`config.mk`:
```
export PLATFORM = sky130hd
export DESIGN_NAME = disp_arb_flat
export DESIGN_NICKNAME = d
export VERILOG_FILES = /design/src/rtl/disp_pkg.sv /design/src/rtl/disp_arb_if.sv /design/src/rtl/bin2bcd_seq.sv /design/src/rtl/disp_arb.sv /design/src/flat_wrapper.sv
export SDC_FILE = /design/constraint.sdc
export NUM_CORES = 1
export LEC_CHECK = 0
export ABC_AREA = 1
export CAP_MARGIN = 20
export CELL_PAD_IN_SITES_DETAIL_PLACEMENT = 1
export CELL_PAD_IN_SITES_GLOBAL_PLACEMENT = 2
export CORE_ASPECT_RATIO = 0.7
export CORE_MARGIN = 2
export CORE_UTILIZATION = 29
export DETAILED_ROUTE_END_ITERATION = 6
export HOLD_SLACK_MARGIN = 0.03
export PLACE_DENSITY_LB_ADDON = 0.08
export SLEW_MARGIN = 15
export SYNTH_ARGS = -nofsm -noshare
export SYNTH_HDL_FRONTEND = slang
export SYNTH_SLANG_ARGS = --single-unit
```
`constraint.sdc`:
```
create_clock -name clk -period 1.7 [get_ports clk]
set_input_delay 0.425 -clock clk [delete_from_list [all_inputs] [get_ports clk]]
set_output_delay 0.425 -clock clk [all_outputs]
set_load 0.01 [all_outputs]
```
`src/rtl/disp_pkg.sv`:
```
// Shared types and constants for the display arbiter.
// Digit width, default sizes, FSM states and BCD helpers.
package disp_pkg;

  localparam int DIGIT_W     = 4;
  localparam int BIN_W_DEF   = 14;
  localparam int MAX_VAL_DEF = 9999;

  typedef enum logic [1:0] {
    IDLE = 2'd0,
    CONV = 2'd1,
    DONE = 2'd2
  } state_e;

  typedef struct packed {
    logic [DIGIT_W-1:0] thsnds;
    logic [DIGIT_W-1:0] hundrs;
    logic [DIGIT_W-1:0] tens;
    logic [DIGIT_W-1:0] uni;
  } digits_t;

  localparam digits_t DIG_SAT = '{
    thsnds: 4'd9,
    hundrs: 4'd9,
    tens:   4'd9,
    uni:    4'd9
  };

  function automatic logic [DIGIT_W-1:0] add3(
    input logic [DIGIT_W-1:0] d
  );
    return (d >= 4'd5) ? d + 4'd3 : d;
  endfunction

endpackage

```
`src/rtl/disp_arb_if.sv`:
```
// Request/acknowledge and display bundle of the arbiter.
// master = requester side, slave = arbiter side.
interface disp_arb_if #(
  parameter int BIN_W = disp_pkg::BIN_W_DEF
) ();
  import disp_pkg::*;

  logic               req_a;
  logic [BIN_W-1:0]   val_a;
  logic               req_b;
  logic [BIN_W-1:0]   val_b;
  logic               ack_a;
  logic               ack_b;
  logic               busy;
  logic [DIGIT_W-1:0] thsnds;
  logic [DIGIT_W-1:0] hundrs;
  logic [DIGIT_W-1:0] tens;
  logic [DIGIT_W-1:0] uni;
  logic               ovf;

  modport master (
    output req_a, val_a, req_b, val_b,
    input  ack_a, ack_b, busy,
    input  thsnds, hundrs, tens, uni, ovf
  );

  modport slave (
    input  req_a, val_a, req_b, val_b,
    output ack_a, ack_b, busy,
    output thsnds, hundrs, tens, uni, ovf
  );

endinterface

```
`src/rtl/bin2bcd_seq.sv`:
```
// Sequential shift-add-3 binary to BCD converter.
// One bit per cycle, MSB first; done_o marks the final shift cycle.
module bin2bcd_seq import disp_pkg::*; #(
  parameter int BIN_W = BIN_W_DEF
) (
  input  logic             clk,
  input  logic             rst,
  input  logic             start_i,
  input  logic [BIN_W-1:0] bin_i,
  output logic             done_o,
  output digits_t          bcd_o
);

  localparam int CNT_W = $clog2(BIN_W + 1);
  localparam logic [CNT_W-1:0] LAST = CNT_W'(BIN_W - 1);

  logic [BIN_W-1:0] sh_q, sh_d;
  digits_t          bcd_q, bcd_d;
  digits_t          adj;
  logic [CNT_W-1:0] cnt_q, cnt_d;
  logic             act_q, act_d;

  always_comb begin
    adj.thsnds = add3(bcd_q.thsnds);
    adj.hundrs = add3(bcd_q.hundrs);
    adj.tens   = add3(bcd_q.tens);
    adj.uni    = add3(bcd_q.uni);
  end

  // Carry out of the top digit is dropped; such values saturate upstream.
  always_comb begin
    sh_d  = sh_q;
    bcd_d = bcd_q;
    cnt_d = cnt_q;
    act_d = act_q;
    if (start_i) begin
      sh_d  = bin_i;
      bcd_d = '0;
      cnt_d = '0;
      act_d = 1'b1;
    end else if (act_q) begin
      bcd_d = digits_t'({adj[4*DIGIT_W-2:0], sh_q[BIN_W-1]});
      sh_d  = sh_q << 1;
      cnt_d = cnt_q + 1'b1;
      act_d = (cnt_q != LAST);
    end
  end

  always_ff @(posedge clk) begin
    if (rst) begin
      sh_q  <= '0;
      bcd_q <= '0;
      cnt_q <= '0;
      act_q <= 1'b0;
    end else begin
      sh_q  <= sh_d;
      bcd_q <= bcd_d;
      cnt_q <= cnt_d;
      act_q <= act_d;
    end
  end

  assign done_o = act_q && (cnt_q == LAST);
  assign bcd_o  = bcd_q;

endmodule

```
`src/rtl/disp_arb.sv`:
```
// Round-robin arbiter sharing one BCD converter between two
// display requesters, with saturation and registered digits.
module disp_arb import disp_pkg::*; #(
  parameter int BIN_W   = BIN_W_DEF,
  parameter int MAX_VAL = MAX_VAL_DEF
) (
  input logic       clk,
  input logic       rst,
  disp_arb_if.slave bus
);

  localparam logic [BIN_W-1:0] MAX_BIN = BIN_W'(MAX_VAL);

  state_e           state_q, state_d;
  logic             last_b_q, last_b_d;
  logic             sat_q, sat_d;
  logic             ovf_q, ovf_d;
  digits_t          dig_q, dig_d;
  logic             sel_b;
  logic [BIN_W-1:0] sel_val;
  logic             start;
  logic             done;
  logic             ack_a, ack_b;
  digits_t          bcd;

  // Tie goes to A unless A was the last one granted.
  assign sel_b   = bus.req_b & (~bus.req_a | ~last_b_q);
  assign sel_val = sel_b ? bus.val_b : bus.val_a;

  bin2bcd_seq #(
    .BIN_W (BIN_W)
  ) u_conv (
    .clk     (clk),
    .rst     (rst),
    .start_i (start),
    .bin_i   (sel_val),
    .done_o  (done),
    .bcd_o   (bcd)
  );

  always_comb begin
    state_d  = state_q;
    last_b_d = last_b_q;
    sat_d    = sat_q;
    ovf_d    = ovf_q;
    dig_d    = dig_q;
    start    = 1'b0;
    ack_a    = 1'b0;
    ack_b    = 1'b0;
    unique case (state_q)
      IDLE: begin
        if (bus.req_a || bus.req_b) begin
          start    = 1'b1;
          last_b_d = sel_b;
          sat_d    = (sel_val > MAX_BIN);
          state_d  = CONV;
        end
      end
      CONV: begin
        if (done) state_d = DONE;
      end
      DONE: begin
        ack_a   = ~last_b_q;
        ack_b   = last_b_q;
        dig_d   = sat_q ? DIG_SAT : bcd;
        ovf_d   = sat_q;
        state_d = IDLE;
      end
      default: state_d = IDLE;
    endcase
  end

  always_ff @(posedge clk) begin
    if (rst) begin
      state_q  <= IDLE;
      last_b_q <= 1'b1;
      sat_q    <= 1'b0;
      ovf_q    <= 1'b0;
      dig_q    <= '0;
    end else begin
      state_q  <= state_d;
      last_b_q <= last_b_d;
      sat_q    <= sat_d;
      ovf_q    <= ovf_d;
      dig_q    <= dig_d;
    end
  end

  assign bus.ack_a  = ack_a;
  assign bus.ack_b  = ack_b;
  assign bus.busy   = (state_q != IDLE);
  assign bus.thsnds = dig_q.thsnds;
  assign bus.hundrs = dig_q.hundrs;
  assign bus.tens   = dig_q.tens;
  assign bus.uni    = dig_q.uni;
  assign bus.ovf    = ovf_q;

endmodule

```
`src/flat_wrapper.sv`:
```
// flat-port wrapper written by rule: the top's interface ports become plain ports
module disp_arb_flat import disp_pkg::*;
#(
  parameter int BIN_W   = BIN_W_DEF,
  parameter int MAX_VAL = MAX_VAL_DEF
)
  (clk, rst, bus_req_a, bus_val_a, bus_req_b, bus_val_b, bus_ack_a, bus_ack_b, bus_busy, bus_thsnds, bus_hundrs, bus_tens, bus_uni, bus_ovf);
  disp_arb_if #(.BIN_W(BIN_W)) bus_i ();
  input logic clk;
  input logic rst;
  input wire logic [$bits(bus_i.req_a)-1:0] bus_req_a;
  input wire logic [$bits(bus_i.val_a)-1:0] bus_val_a;
  input wire logic [$bits(bus_i.req_b)-1:0] bus_req_b;
  input wire logic [$bits(bus_i.val_b)-1:0] bus_val_b;
  output wire logic [$bits(bus_i.ack_a)-1:0] bus_ack_a;
  output wire logic [$bits(bus_i.ack_b)-1:0] bus_ack_b;
  output wire logic [$bits(bus_i.busy)-1:0] bus_busy;
  output wire logic [$bits(bus_i.thsnds)-1:0] bus_thsnds;
  output wire logic [$bits(bus_i.hundrs)-1:0] bus_hundrs;
  output wire logic [$bits(bus_i.tens)-1:0] bus_tens;
  output wire logic [$bits(bus_i.uni)-1:0] bus_uni;
  output wire logic [$bits(bus_i.ovf)-1:0] bus_ovf;
  assign bus_i.req_a = bus_req_a;
  assign bus_i.val_a = bus_val_a;
  assign bus_i.req_b = bus_req_b;
  assign bus_i.val_b = bus_val_b;
  assign bus_ack_a = bus_i.ack_a;
  assign bus_ack_b = bus_i.ack_b;
  assign bus_busy = bus_i.busy;
  assign bus_thsnds = bus_i.thsnds;
  assign bus_hundrs = bus_i.hundrs;
  assign bus_tens = bus_i.tens;
  assign bus_uni = bus_i.uni;
  assign bus_ovf = bus_i.ovf;
  disp_arb #(.BIN_W(BIN_W), .MAX_VAL(MAX_VAL)) u_core (.clk(clk), .rst(rst), .bus(bus_i));
endmodule
```
# --- Word level (Yosys, flattened, before mapping) ---
# Cells that the tools add are included.
word_totals:
  reg_bits: 56
  input_bits: 32
  out_inout_bits: 20
  word_cells: 60
op_classes:
  n_addsub: 5
  n_lt_le_gt_ge: 5
  eq_ne: 6
  mux: 17
  bitwise: 4
  reduce_logical: 8
ops:
  columns: ["op", "n"]
  rows:
  - ["$mux W14", 3]
  - ["$ge A4 B3 Y1 const B", 4]
  - ["$mux W16", 1]
  - ["$gt A14 B14 Y1 const B", 1]
  - ["$add A4 B2 Y4 const B", 3]
  - ["$mux W4", 3]
  - ["$mux W1", 6]
  - ["$add A4 B1 Y4 const B", 1]
  - ["$eq A4 B4 Y1 const B", 1]
  - ["$mux W2", 2]
  - ["$ne A2 B1 Y1 const B", 2]
  - ["$ne A4 B4 Y1 const B", 1]
  - ["$pmux W2 S2", 1]
  - ["$reduce_and A2 Y1", 2]
  - ["$reduce_bool A2 Y1", 2]
  - ["$add A3 B2 Y3 const B", 1]
  - ["$mux W3", 1]
  - ["$eq A2 B1 Y1 const B", 1]
  - ["$eq A2 B2 Y1 const B", 1]
  - ["$logic_not A2 Y1", 1]
  - ["$not A1 Y1", 2]
  - ["$reduce_or A2 Y1", 1]
  - ["$and A1 B1 Y1", 1]
  - ["$logic_and A1 B1 Y1", 1]
  - ["2 further kinds", 2]

# --- Logic depth before layout (Yosys ltp) ---
# Gate-level depths: netlist (run 1).
depth:
  depth_word: 5
  ltp_mapped: 10
  mapped_depth_nobuf: 10

# --- Modules after synthesis ---
# Synthesis (run 1) repeated with hierarchy kept, for this count alone.
hier_totals:
  cells_unflattened: 407
  area_unflattened_um2: 2977.9
by_module_without_submodules:
  columns: ["mod", "n_inst", "cells_each", "area_each_um2", "seq_area_each_um2"]
  rows:
  - ["bin2bcd_seq", 1, 245, 1855.5, 700.7]
  - ["disp_arb", 1, 162, 1122.3, 420.4]

# --- Least setup slack after synthesis (run 1) ---
# No wires, ideal clock.
synth_timing:
  path_type: "register -> output"
  from: "register u_core.state_q[0]"
  to: "output bus_ack_a"
  t_arrival_ps: 801
  required_time_ps: 1275
  path_slack_ps: 474
  stages_incl_launch_ff: 5
  path_buffers: 1
  path_cell_list: "dfxtp_1 -> inv_1 -> nand2_1 -> clkbuf_1 -> nor2_1"
synth_between:
  elab_chain_cells: 2
synth_lines:
  columns: ["item", "line", "source"]
  rows:
  - ["from (decl)", "disp_arb.sv:14", "state_e state_q, state_d;"]
  - ["from (signal assigned)", "disp_arb.sv:81", "state_q <= state_d;"]
  - ["$eq A2 B2 Y1", "disp_arb.sv:50", "unique case (state_q)"]
  - ["$mux W1", "disp_arb.sv:50", null]
  - ["to (decl)", "flat_wrapper.sv:15", "output wire logic [$bits(bus_i.ack_a)-1:0] bus_ack_a;"]
# Every way passes these cells.

# --- Worst setup path after layout (run 1) ---
layout_timing:
  from: "register u_core.dig_q, in the netlist u_core.bus.uni[0]"
  to: "output bus_uni[0]"
layout_lines:
  columns: ["item", "line", "source"]
  rows:
  - ["from (decl)", "disp_arb.sv:18", "digits_t dig_q, dig_d;"]
  - ["from (signal assigned)", "disp_arb.sv:85", "dig_q <= dig_d;"]
  - ["to (decl)", "flat_wrapper.sv:21", "output wire logic [$bits(bus_i.uni)-1:0] bus_uni;"]
# No word-level cell between the ends.

==> metrics.cfg, run 1 <==
[run_status]
status = complete, no violations

[place]
port-buffer-count = 51
gp_congestion = 0.7600
dpl.hpwl_mm = 6.069
dp_slack_ns = -0.3077

[detailed_routing]
first_iter_violations = 103
vias = 2674
post-route-drc-count = 0
viasPerCell = 4.691
drtPass1Iterations = 4
drtAntennaViolNets = 0
wl_per_cell_um = 14.36
finalWirelength_mm = 8.186

[cts]
path_clk_slew_ns = 0.08
cts.sinks = 56
cts_buffer_depth = 2
ctsHoldBuffers = 0
cts_max_level = 2
cts_tree = yes
cts_buffers = 5
clk_latency_ns = 0.30
root_buffer = clkbuf_16

[die]
coreArea_um2 = 9071
die_x_um = 119.7
die_area_um2 = 10170
die_height_um = 84.98
start_util_pct = 29.94
io_pins = 52
rows = 29

[final_layout]
drive_above_1_share_pct = 11.66
final_cell_mix = nand2_1, dfxtp_1, clkdlybuf4s50_1
multi_input_area_um2 = 1361
nets = 487
final_common_cell = nand2_1
regArea_um2 = 1121
syn2layout_area_growth_pct = 37.49
fillerInstances = 1118
diodes = 0
utilization_pct = 41.17

[timing]
fmax_ghz = 0.6057
final_max_slew_viol_count = 0
whs_ns = 0.4618
tightest_slew_ns = 0.2945
fin_crit_sh_pct = 97.12
worst_slack_ns = 0.04899
fin_skew_ns = 0.008185
hold_viol_final = 0
setup_viol = 0
rsz0062_at_grt = no
layout_min_cycle_time_ns = 1.651
relSlewSlack_pct = 80.19

[critical_path]
cp_top_family = buffers and inverters
cp.required_ns = 1.27
critPathMaxFanout = 2
reg2regPathDepth = 9
critPathSlowestCell = clkdlybuf4s50_1
cp.arrival_ns = 1.23
crit_type = flip-flop to primary output
startpoint_type = flip-flop
slowest_delay_ns = 0.55
path_cells = clkdlybuf4s50_1
end_kind = primary output
path_buf_inv = 1
reg2reg_slack_ns = 0.21
cp.depth = 1

[pwr]
seqPwrFrac_pct = 45.8
p_switching_mw = 0.9179
swShare_pct = 29.15
intPower_mw = 2.230
combPwrFrac_pct = 20.1
p_leak_nw = 1.574
p_clk_share_pct = 34.2
vdd_drop_max_mv = 0.3837
power_density_nw_per_um2 = 842.9

[grt]
grt_pass1_vias = 2587
antenna_found_initial = 0
grtUsageTotal_pct = 16.62
grt_max_degree = 30
overflow = 0
grt_pass1_wl_mm = 13.33

[run]
drv_cap = 0

[yosys]
synth_area_per_cell_um2 = 7.282
synth.distinct_cells = 28
ys_ff_latch = 56
synthCells = 373
yosys_warnings = 0
synthesis.area_um2 = 2716
synth_nets = 415
synth_sequential_area_ratio_pct = 41.27

[hold_path]
hp-class = flip-flop to flip-flop
hold_depth = 2

## metrics by stage
stage	power [mW]	TNS (ns)	instances	instance area, um^2
floorplan	1.786	0	373	2716
global placement	2.078	-4.692	561	3547
detailed placement	2.086	-6.664	561	3547
CTS	3.171	0	569	3695
global route	3.329	0	570	3735
finish	3.148	0	570	3735
## Yosys cell counts (all sizes together)
master / number / area (um^2)
a211oi: 9 / 67.56
a21oi: 44 / 220.2
a22oi: 2 / 15.01
buf: 11 / 70.07
clkbuf: 8 / 30.03
dfxtp: 56 / 1121
ha: 10 / 125.1
inv: 44 / 165.2
nand2: 82 / 312.8
nand3: 16 / 80.08
nor2: 25 / 103.9
nor3: 3 / 15.01
nor4: 1 / 6.260
o211ai: 14 / 105.1
o21ai: 37 / 188.9
o21bai: 1 / 7.510
o31ai: 2 / 15.01
o32ai: 1 / 8.760
or2: 1 / 6.260
xor2: 6 / 52.55
## registers in the layout, summed over array words and instances, names as in the netlist
| signal | count |
|---|---|
| u_core.bus.uni | 4 |
| u_core.u_conv.act_q | 1 |
| u_core.bus.thsnds | 4 |
| u_core.bus.ovf | 1 |
| u_core.u_conv.sh_q | 14 |
| u_core.u_conv.cnt_q | 4 |
| u_core.state_q | 2 |
| u_core.bus.hundrs | 4 |
| u_core.bus.tens | 4 |
| u_core.sat_q | 1 |
| u_core.u_conv.bcd_o | 16 |
| u_core.last_b_q | 1 |
## final timing paths
kind	from	to
max	u_core.bus.uni[0]$_SDFFE_PP0N_	bus_uni[0]
min	u_core.u_conv.bcd_o[11]$_SDFFE_PP0P_	u_core.u_conv.bcd_o[11]$_SDFFE_PP0P_
max reg2reg	u_core.u_conv.bcd_o[5]$_SDFFE_PP0P_	u_core.u_conv.bcd_o[5]$_SDFFE_PP0P_
min reg2reg	u_core.u_conv.bcd_o[11]$_SDFFE_PP0P_	u_core.u_conv.bcd_o[11]$_SDFFE_PP0P_
## power by group through the flow
stage,logic [mW],registers (mW),clock network (mW)
floorplan,0.335,1.45,0
global placement,0.606,1.47,0
detailed placement,0.616,1.47,0
CTS,0.619,1.44,1.11
finish,0.631,1.44,1.08
global route,0.714,1.45,1.16
## cell type report
cell class	instances	share of cell area [%]
clock buffers	5	3.350
flip-flops and latches	56	30.02
multi-input cells	255	36.45
inverters	44	4.422
repair buffers	83	20.90
well taps	124	4.154
clock inverters	3	0.7035
## what timing repair did
item	in CTS	in global routing
resized for setup	3	9
pin swaps	0	1
endpoints found under the setup margin	3	10
cloned	0	1
buffers inserted	0	0
## routing by layer
metal	part of all wire (%)	global-route usage (%)	up-vias	routed length [um]
met5	0	0	-	0
met2	38	22.81	36	3087
met3	3.7	3.427	8	306
met1	58	26.17	1246	4711
li1	-	-	1384	-
met4	0.98	3.850	0	80
## kinds of logic (layout without fill, tap and decap cells)
logic type / Yosys count / count (layout) / share of synthesized area (%)
AOI/OAI and AO/OA: 110 / 110 / 23.12
DFF: 56 / 56 / 41.27
buffers and inverters: 63 / 135 / 9.765
adders and majority gates: 10 / 10 / 4.606
and+or+nand+nor: 128 / 129 / 19.30
xor gates and xnor gates: 6 / 6 / 1.935
Power figures use the tool's default switching activity.
==> inputs of run 2 (changes only) <==
- CORE_MARGIN: 2 -> 10
- CORE_UTILIZATION: 29 -> 26
- clock period: 1.7 -> 1.4 ns (I/O delays scaled with it)
==> metrics.cfg, run 2 (synthesis gave the netlist of run 1 again) <==
[detailed_routing]
vias = 2691  ; +0.64%
first_iter_violations = 84  ; -18%
drtPass1Iterations = 4  ; unchanged
drtAntennaViolNets = 0  ; unchanged
viasPerCell = 4.546  ; -3.1%
post-route-drc-count = 0  ; unchanged
wl_per_cell_um = 14.51  ; +1.1%
finalWirelength_mm = 8.592  ; +5.0%

[final_layout]
syn2layout_area_growth_pct = 41.82
multi_input_area_um2 = 1393  ; +2.3%
final_common_cell = nand2_1
regArea_um2 = 1134  ; +1.1%
drive_above_1_share_pct = 20.65  ; +9.0 points
diodes = 0  ; unchanged
largest_reg_flops = 16  ; unchanged
nets = 501  ; +2.9%
final_cell_mix = nand2_1, dfxtp_1, a21oi_1, buf_4, inv_1
fillerInstances = 1240  ; +11%

[pwr]
vdd_drop_max_mv = 0.4799  ; +25%
power_density_nw_per_um2 = 1001  ; +19%
report.power.total_mw = 3.857  ; +23%
p_leak_nw = 1.690  ; +7.4%

[grt]
overflow = 0  ; unchanged
antenna_found_initial = 0  ; unchanged
grt_pass1_wl_mm = 14.12  ; +5.9%
grt_max_degree = 21  ; -30%
grt_pass1_vias = 2675  ; +3.4%
grtUsageTotal_pct = 11.46  ; -5.2 points

[cts]
clk_latency_ns = 0.30  ; about the same
cts_buffers = 5  ; unchanged
cts_buffer_depth = 2  ; unchanged
cts.sinks = 56  ; unchanged
ctsHoldBuffers = 0  ; unchanged
root_buffer = clkbuf_16
path_clk_slew_ns = 0.08  ; about the same
cts_max_level = 2  ; unchanged
cts_tree = yes

[timing]
hold_viol_final = 0  ; unchanged
tightest_slew_ns = 0.2822  ; -0.01224 ns
final_max_slew_viol_count = 0  ; unchanged
relSlewSlack_pct = 81.16  ; +0.97 points
fmax_ghz = 0.7403
worst_slack_ns = 0.04917  ; +0.0001784 ns
layout_min_cycle_time_ns = 1.351
fin_skew_ns = 0.007753  ; -0.0004318 ns
setup_viol = 0  ; unchanged
fin_crit_sh_pct = 96.49

[critical_path]
cp.required_ns = 1.05  ; -0.22 ns
startpoint_type = flip-flop
cp.arrival_ns = 1.00  ; -0.23 ns
crit_type = flip-flop to primary output
reg2reg_slack_ns = 0.09  ; -0.12 ns
end_kind = primary output
reg2regPathDepth = 8  ; -1
critPathMaxFanout = 3  ; +1
timing.rr.start = u_core.state_q[1]$_SDFFE_PP0P_
rr_endpoint = u_core.u_conv.sh_q[11]$_SDFFE_PP0P_

[die]
start_util_pct = 26.43  ; -3.5 points
io_pins = 52  ; unchanged
rows = 31  ; +6.9%
coreArea_um2 = 10280  ; +13%
die_area_um2 = 15000  ; +48%
die_x_um = 142.2  ; +19%
die_height_um = 105.5  ; +24%

[place]
gp_congestion = 0.7698  ; +1.3%
dp_slack_ns = -0.5459  ; -0.2382 ns
port-buffer-count = 51  ; unchanged
dpl.hpwl_mm = 6.794  ; +12%

[hold_path]
worstHoldStart = u_core.bus.thsnds[2]$_SDFFE_PP0N_
holdPathEnd = u_core.bus.thsnds[2]$_SDFFE_PP0N_
hp-class = flip-flop to flip-flop
hold_depth = 2  ; unchanged

[run_status]
status = complete, no violations

[run]
drv_cap = 0  ; unchanged

[run 2: cell count changes in the layout (fill, tap and decap cells not counted), moves of 4 or more]
| cell | change |
|---|---|
| clkdlybuf4s50_1 | -17 |
| o21ai_0 | -6 |
| inv_1 | -5 |
| nand2_1 | -5 |
| dfxtp_1 | -8 |
| dfxtp_2 | +7 |
| buf_4 | +15 |
| nand2_2 | +4 |
| dlygate4sd2_1 | +14 |
| o21ai_1 | +6 |
| inv_2 | +5 |
| nor2_1 | -4 |
[run 2: layout make-up]
class	instances	share of cell area, %
Clock inverter	3	0.6171
Tap cell	132	4.287
Sequential cell	56	29.43
Clock buffer	5	3.248
Multi-Input combinational cell	254	36.15
Timing Repair Buffer	98	21.99
Inverter	44	4.287
[run 2: per-layer routing]
layer | vias up | wire length, um | track usage [%]
met5 | - | 0 | 0
met4 | 0 | 87 | 3.057
met3 | 7 | 494 | 3.229
met2 | 42 | 3116 | 14.73
met1 | 1229 | 4895 | 17.67
li1 | 1413 | - | -
[run 2: metrics by stage]
step                setup TNS (ns)  cells  hold slack, ns  utilization [%]  cell area, um^2
floorplan                        0    373          0.4391                -             2716
global placement            -11.80    582          0.4492            35.44             3642
detailed placement          -12.84    582          0.4564            35.44             3642
CTS                              0    591          0.4660            36.69             3771
global route              -0.04698    592          0.4953            37.48             3852
finish                           0    592          0.4631            37.48             3852
[run 2: repair_timing]
| action | 4_1_cts | 5_1_grt |
|---|---|---|
| setup endpoints to repair | 41 | 22 |
| pin swaps | 2 | 5 |
| gates resized for setup | 36 | 39 |
| setup buffers | 1 | 1 |
| cloned | 0 | 0 |
[run 2: worst max path at each step]
stage,start,end,depth (start not counted)
floorplan,u_core.u_conv.bcd_o[8]$_SDFFE_PP0P_,u_core.u_conv.bcd_o[9]$_SDFFE_PP0P_,8
global placement,bus_req_b,u_core.sat_q$_SDFFE_PP0P_,8
detailed placement,bus_req_a,u_core.sat_q$_SDFFE_PP0P_,9
CTS,u_core.u_conv.bcd_o[0]$_SDFFE_PP0P_,u_core.u_conv.bcd_o[1]$_SDFFE_PP0P_,8
global route,u_core.state_q[0]$_SDFFE_PP0P_,bus_ack_b,4
finish,u_core.state_q[0]$_SDFFE_PP0P_,bus_ack_b,4
[run 2: power breakdown]
group	internal [mW]	switching, mW
Clock	0.668	0.626
Sequential	1.69	0.0706
Combinational	0.382	0.425
[run 2: worst max-delay path: stages, from the launching register on]
cell and delay (ns):
dfxtp_2 0.35, inv_2 0.07, nand2_4 0.06, nor2_4 0.09, buf_2 0.13
